--- src/rtl/rtclock_pps_servo.sv ---
// PPS servo for the rtclock core: measures the PPS period, steps time on large
// phase error and otherwise trims the ns/cycle increment proportionally.
//
// state        | meaning
// DISABLED     | servo off, delta held at nominal
// WAIT_FIRST   | enabled, waiting for the first PPS edge
// STEP         | one cycle, load_valid asserted with load_sec/load_ns
// TRACK        | PPS present, proportional trimming of delta
// HOLDOVER     | PPS lost, delta frozen until the next edge
module rtclock_pps_servo #(
  parameter logic [31:0] DELTA_NOMINAL = 32'h0400_0000,
  parameter logic [31:0] DELTA_LIMIT   = 32'h0001_0000,
  parameter int          GAIN_SHIFT    = 4,
  parameter int          STEP_THRESH   = 1000,
  parameter logic [31:0] TIMEOUT_CYC   = 32'd275000000,
  parameter int          LOCK_COUNT    = 4,
  parameter logic [29:0] LOAD_NS_COMP  = 30'd8
) (
  input  logic        clk,
  input  logic        resetn,
  input  logic        enable,
  input  logic        pps_in,
  input  logic [31:0] time_sec_in,
  input  logic [29:0] time_ns_in,
  output logic        load_valid,
  output logic [31:0] load_sec,
  output logic [29:0] load_ns,
  output logic [31:0] delta_out,
  output logic        delta_valid,
  output logic [31:0] period_cycles,
  output logic [2:0]  state_out,
  output logic        locked,
  output logic [15:0] pps_missed
);

  typedef enum logic [2:0] {
    ST_DISABLED   = 3'd0,
    ST_WAIT_FIRST = 3'd1,
    ST_STEP       = 3'd2,
    ST_TRACK      = 3'd3,
    ST_HOLDOVER   = 3'd4
  } state_t;

  localparam int GW = $clog2(LOCK_COUNT + 1);
  localparam logic [GW-1:0] GOOD_MAX = GW'(LOCK_COUNT);
  localparam logic [31:0] D_LO = DELTA_NOMINAL - DELTA_LIMIT;
  localparam logic [31:0] D_HI = DELTA_NOMINAL + DELTA_LIMIT;
  localparam logic signed [33:0] D_LO_S = $signed({2'b00, D_LO});
  localparam logic signed [33:0] D_HI_S = $signed({2'b00, D_HI});

  state_t state_q, state_nx;

  logic               pps_q;
  logic [31:0]        cnt_q;
  logic [31:0]        sec_cap;
  logic [29:0]        ns_cap;
  logic               eval_q;
  logic               upd_q;
  logic signed [31:0] adj_q;
  logic [GW-1:0]      good_q;
  logic [31:0]        delta_q;
  logic               delta_valid_q;
  logic [31:0]        period_q;
  logic [15:0]        missed_q;
  logic [31:0]        load_sec_q;
  logic [29:0]        load_ns_q;

  logic               edge_det;
  logic               ns_hi;
  logic signed [31:0] err;
  logic [31:0]        err_mag;
  logic               big_err;
  logic               tracking;
  logic               timeout;
  logic               step_go;
  logic               trim_go;
  logic               timeout_go;
  logic signed [33:0] delta_sum;
  logic [31:0]        delta_new;

  assign edge_det = pps_in & ~pps_q;
  assign ns_hi    = (ns_cap >= 30'd500000000);
  // Captured ns folded into a signed offset from the nearest second boundary.
  assign err      = ns_hi ? ($signed({2'b00, ns_cap}) - 32'sd1000000000)
                          : $signed({2'b00, ns_cap});
  assign err_mag  = err[31] ? 32'(-err) : 32'(err);
  assign big_err  = (err_mag > 32'(STEP_THRESH));
  assign tracking = (state_q == ST_TRACK) || (state_q == ST_HOLDOVER);
  assign timeout  = (state_q == ST_TRACK) && (cnt_q == TIMEOUT_CYC);

  assign delta_sum = $signed({2'b00, delta_q}) - $signed({{2{adj_q[31]}}, adj_q});

  always_comb begin
    delta_new = delta_sum[31:0];
    if (delta_sum < D_LO_S) begin
      delta_new = D_LO;
    end else if (delta_sum > D_HI_S) begin
      delta_new = D_HI;
    end
  end

  always_comb begin
    state_nx   = state_q;
    step_go    = 1'b0;
    trim_go    = 1'b0;
    timeout_go = 1'b0;
    if (!enable) begin
      state_nx = ST_DISABLED;
    end else begin
      case (state_q)
        ST_DISABLED:   state_nx = ST_WAIT_FIRST;
        ST_WAIT_FIRST: begin
          if (eval_q) begin
            state_nx = ST_STEP;
            step_go  = 1'b1;
          end
        end
        ST_STEP:       state_nx = ST_TRACK;
        ST_TRACK, ST_HOLDOVER: begin
          if (eval_q) begin
            if (big_err) begin
              state_nx = ST_STEP;
              step_go  = 1'b1;
            end else begin
              state_nx = ST_TRACK;
              trim_go  = 1'b1;
            end
          end else if (timeout) begin
            state_nx   = ST_HOLDOVER;
            timeout_go = 1'b1;
          end
        end
        default:       state_nx = ST_DISABLED;
      endcase
    end
  end

  always_ff @(posedge clk) begin
    if (!resetn) begin
      state_q       <= ST_DISABLED;
      pps_q         <= 1'b0;
      cnt_q         <= '0;
      sec_cap       <= '0;
      ns_cap        <= '0;
      eval_q        <= 1'b0;
      upd_q         <= 1'b0;
      adj_q         <= '0;
      good_q        <= '0;
      delta_q       <= DELTA_NOMINAL;
      delta_valid_q <= 1'b0;
      period_q      <= '0;
      missed_q      <= '0;
      load_sec_q    <= '0;
      load_ns_q     <= '0;
    end else begin
      state_q <= state_nx;
      pps_q   <= pps_in;

      if (edge_det) begin
        cnt_q   <= '0;
        sec_cap <= time_sec_in;
        ns_cap  <= time_ns_in;
        if (tracking) begin
          period_q <= (cnt_q == 32'hFFFF_FFFF) ? cnt_q : cnt_q + 32'd1;
        end
      end else if (cnt_q != 32'hFFFF_FFFF) begin
        cnt_q <= cnt_q + 32'd1;
      end

      // Edges seen while a step is being issued only restart the period count.
      eval_q <= enable && edge_det && !eval_q &&
                (state_q == ST_WAIT_FIRST || tracking);

      upd_q <= trim_go;
      if (trim_go) begin
        adj_q <= err >>> GAIN_SHIFT;
      end

      delta_valid_q <= 1'b0;
      if (!enable) begin
        delta_q       <= DELTA_NOMINAL;
        delta_valid_q <= (state_q != ST_DISABLED);
      end else if (upd_q) begin
        delta_q       <= delta_new;
        delta_valid_q <= 1'b1;
      end

      if (step_go || timeout_go || !enable) begin
        good_q <= '0;
      end else if (trim_go && good_q != GOOD_MAX) begin
        good_q <= good_q + 1'b1;
      end

      if (timeout_go && missed_q != 16'hFFFF) begin
        missed_q <= missed_q + 16'd1;
      end

      if (step_go) begin
        load_sec_q <= sec_cap + {31'd0, ns_hi};
        load_ns_q  <= LOAD_NS_COMP;
      end
    end
  end

  assign load_valid    = (state_q == ST_STEP);
  assign load_sec      = load_sec_q;
  assign load_ns       = load_ns_q;
  assign delta_out     = delta_q;
  assign delta_valid   = delta_valid_q;
  assign period_cycles = period_q;
  assign state_out     = state_q;
  assign locked        = (state_q == ST_TRACK) && (good_q == GOOD_MAX);
  assign pps_missed    = missed_q;

endmodule

--- config.mk ---
export PLATFORM = sky130hd
export DESIGN_NAME = rtclock_pps_servo
export DESIGN_NICKNAME = d
export VERILOG_FILES = /design/src/rtl/rtclock_pps_servo.sv
export SDC_FILE = /design/constraint.sdc
export NUM_CORES = 1
export LEC_CHECK = 0
export BUFFER_PORTS_ARGS = -buffer_cell sky130_fd_sc_hd__clkbuf_2
export CAP_MARGIN = 40
export CORE_MARGIN = 1.5
export CORE_UTILIZATION = 59
export DETAILED_ROUTE_END_ITERATION = 16
export GPL_ROUTABILITY_DRIVEN = 0
export MAX_ROUTING_LAYER = met4
export PLACE_DENSITY = 0.83
export SLEW_MARGIN = 20
export SYNTH_ARGS = -nofsm -noshare
export SYNTH_HDL_FRONTEND = slang
export SYNTH_SLANG_ARGS = --single-unit
--- constraint.sdc ---
create_clock -name clk -period 6.1 [get_ports clk]
set_clock_uncertainty 0.15 [all_clocks]
set_input_delay 0.305 -clock clk [delete_from_list [all_inputs] [get_ports clk]]
set_output_delay 0.305 -clock clk [all_outputs]
set_load 0.1 [all_outputs]
==> metrics.txt <==
Finished Core Util 71.2%; Final Instance Area 0.0161 mm^2; unrepaired setup endpoints after global routing false; Synth top cells by count dfxtp_1 (244), nand2_1 (231), nor2_1 (219); die extent in x 155 um; slack of the critical path 0.973 ns; post-synth top area share 35.8%; Core Rows 55; Die Span Y 155 um; Worst setup EP type flip-flop; nets 2019; WL final 37.4 mm; maximum VDD drop 0.202 mV; Unique masters post-synth 96; critical-path maximum fanout 36; Yosys top cell by area dfxtp_1; placed wire-length estimate 24.9 mm; share of cells above drive strength 1 15.0%; Max-slew headroom 39.8%; CTS clk-pin slew, worst paths 0.07 ns; synth warn 0; critical path arrival 5.41 ns; core footprint 0.0226 mm^2; Crit Path Class reg -> reg; worst slew pin tran 0.892 ns; CTS H-tree lvls 1; grt ovf 0; GRT Total Usage 31.2%; # resized after CTS 0; status completed; setup bufs post-CTS 0; CTS max path bufs 3; CTS buffer count 26; Hold Path Class in -> reg; drt drc 0; DP Area 0.0145 mm^2; leakage power total 6.74 nW; crit-path cells nor2_1, a221oi_1, nand3b_1, mux2_2, a21oi_1, nand2_1, a31o_2, o21ai_1, nor4_4, o32ai_4, buf_4, buf_4, nor2_1, a211oi_1; largest net degree at the start of global routing 76; Hold Violations, Final 0; first-pass GRT wire length 60.7 mm; R2R cell count 14; Skew-Pair Late Insertion Delay 0.55 ns; via count 13363; Critical Path Source Type flip-flop; Power Density 232 mW/mm^2; Fmax achieved 195 MHz; CTS tree done; # diodes 0; Syn Area/Cell 7.92 um^2; Cells after Synth 1721; TNS Setup 0 ns; area grow syn2layout 18.2%; Fill cells 1721; Critical Path Max Stage Delay 0.80 ns; pre-CTS setup slack 0.911 ns; crit path max-delay cell type dfxtp_1; number of synthesized flops with an enable pin 0; First DRT Iteration DRCs 1095; Worst Path Required 6.39 ns; WHS Path Cells 2; # IOs 214; antenna violation net count after detailed routing 0; sequential-to-total area share from yosys stat 35.8%; Setup violations, final 0; Vias/cell 6.03; Hold Buf Count CTS 63; maxcap violations 0; Synth Flop Type dfxtp_1; Post-synth ARST share 0%; Starting Density 60.2%; root buffer cell clkbuf_16; vias in the first global route 12593; fin crit share 84.1%; Num Clock Sinks 244; fin. max-slew vios 0; DRT Pass-1 Iters 5; cell area after synthesis 0.0136 mm^2; die footprint 0.0240 mm^2; Port Buffer Count 184; DR WL/cell 16.9 um; antenna violations before repair 0; r2r setup slk 0.97 ns; minimum clock period after layout 5.13 ns; Hold WS 0.0492 ns; Area contributors post-synth dfxtp_1 (36%), nand2_1 (6.4%), nor2_1 (6.0%); Seq cells post-synth 244; count leader, synth dfxtp_1
[path summary, 6_finish.rpt]
check                                     start                       endpoint
setup / recovery        ns_cap[16]$_SDFFE_PN0P_      load_sec[31]$_SDFFE_PN0P_
hold / removal                           enable         delta_valid$_SDFF_PN0_
setup reg to reg        ns_cap[16]$_SDFFE_PN0P_      load_sec[31]$_SDFFE_PN0P_
hold reg to reg   period_cycles[0]$_SDFFE_PN0P_  period_cycles[0]$_SDFFE_PN0P_
[cell usage in the layout, fill, tap and decap left out, drive strengths merged, types with 8 or more instances in the layout]
cell,synthesis,final
a211oi,68,68
a21o,40,40
a21oi,117,117
a31oi,10,10
and2,15,15
and3,21,21
buf,55,13
clkbuf,71,221
conb,1,29
dfxtp,244,244
dlygate4sd3,0,63
ha,41,41
inv,59,61
mux2i,31,31
nand2,231,231
nand2b,11,11
nand3,50,50
nand4,33,33
nor2,219,219
nor3,43,43
nor4,15,15
o211ai,8,8
o21ai,54,54
o21bai,8,8
o31ai,8,8
or3,20,20
xnor2,55,55
xor2,56,56
[state kept, by name (all words and copies together), names as in the netlist]
register,cells
adj_q,27
cnt_q,32
delta_out,32
delta_valid,1
eval_q,1
good_q,3
load_ns,1
load_sec,32
ns_cap,30
period_cycles,32
pps_missed,16
pps_q,1
sec_cap,32
state_out,3
upd_q,1
[through the flow]
stage | power, mW | std cells
after floorplan | 1.98 | 1749
after CTS | 3.73 | 2215
after global placement | 2.03 | 2101
after detailed placement | 2.04 | 2104
final | 3.74 | 2216
after global routing | 3.85 | 2216
[area by class of cell]
| class | instances | area, um^2 | area share [%] |
|---|---|---|---|
| tap | 285 | 357 | 2.21 |
| multi-input combinational | 1319 | 8030 | 49.8 |
| clock inverter | 11 | 159 | 0.986 |
| sequential | 244 | 4880 | 30.3 |
| inverter | 60 | 228 | 1.41 |
| timing repair buffer | 260 | 1690 | 10.5 |
| clock buffer | 37 | 762 | 4.73 |
[cell families (layout without fill, tap and decap cells)]
| family | count (synthesis) | count (layout) | synth area share (%) |
|---|---|---|---|
| buffers and inverters | 186 | 368 | 6.35 |
| and+or+nand+nor | 709 | 709 | 24.4 |
| other | 1 | 29 | 0.0275 |
| adders and majority gates | 42 | 42 | 3.91 |
| muxes | 35 | 35 | 2.63 |
| DFF | 244 | 244 | 35.8 |
| xor gates and xnor gates | 111 | 111 | 7.13 |
| AOI/OAI and AO/OA | 393 | 393 | 19.7 |
[metal layers]
metal / global-route usage [%] / vias up / wire (um)
met4: 9.84 / 0 / 1070
met2: 52.9 / 679 / 18300
met5: - / - / 0
met3: 6.27 / 114 / 3430
li1: - / 6374 / -
met1: 37.3 / 6196 / 14700
[worst max-delay path: cells and delay by family (launching register included)]
| kind | cells | cell delay, ns |
|---|---|---|
| AO/OA/AOI/OAI | 6 | 2.04 |
| buffers and inverters | 2 | 0.81 |
| AND/OR/NAND/NOR | 5 | 0.81 |
| flip-flops | 1 | 0.80 |
| multiplexers | 1 | 0.38 |
[report_power, final]
| group | internal [mW] | switching [mW] |
|---|---|---|
| clock network | 1.00 | 0.683 |
| registers | 1.62 | 0.0436 |
| logic | 0.129 | 0.263 |
(Power assumes the default switching activity.)
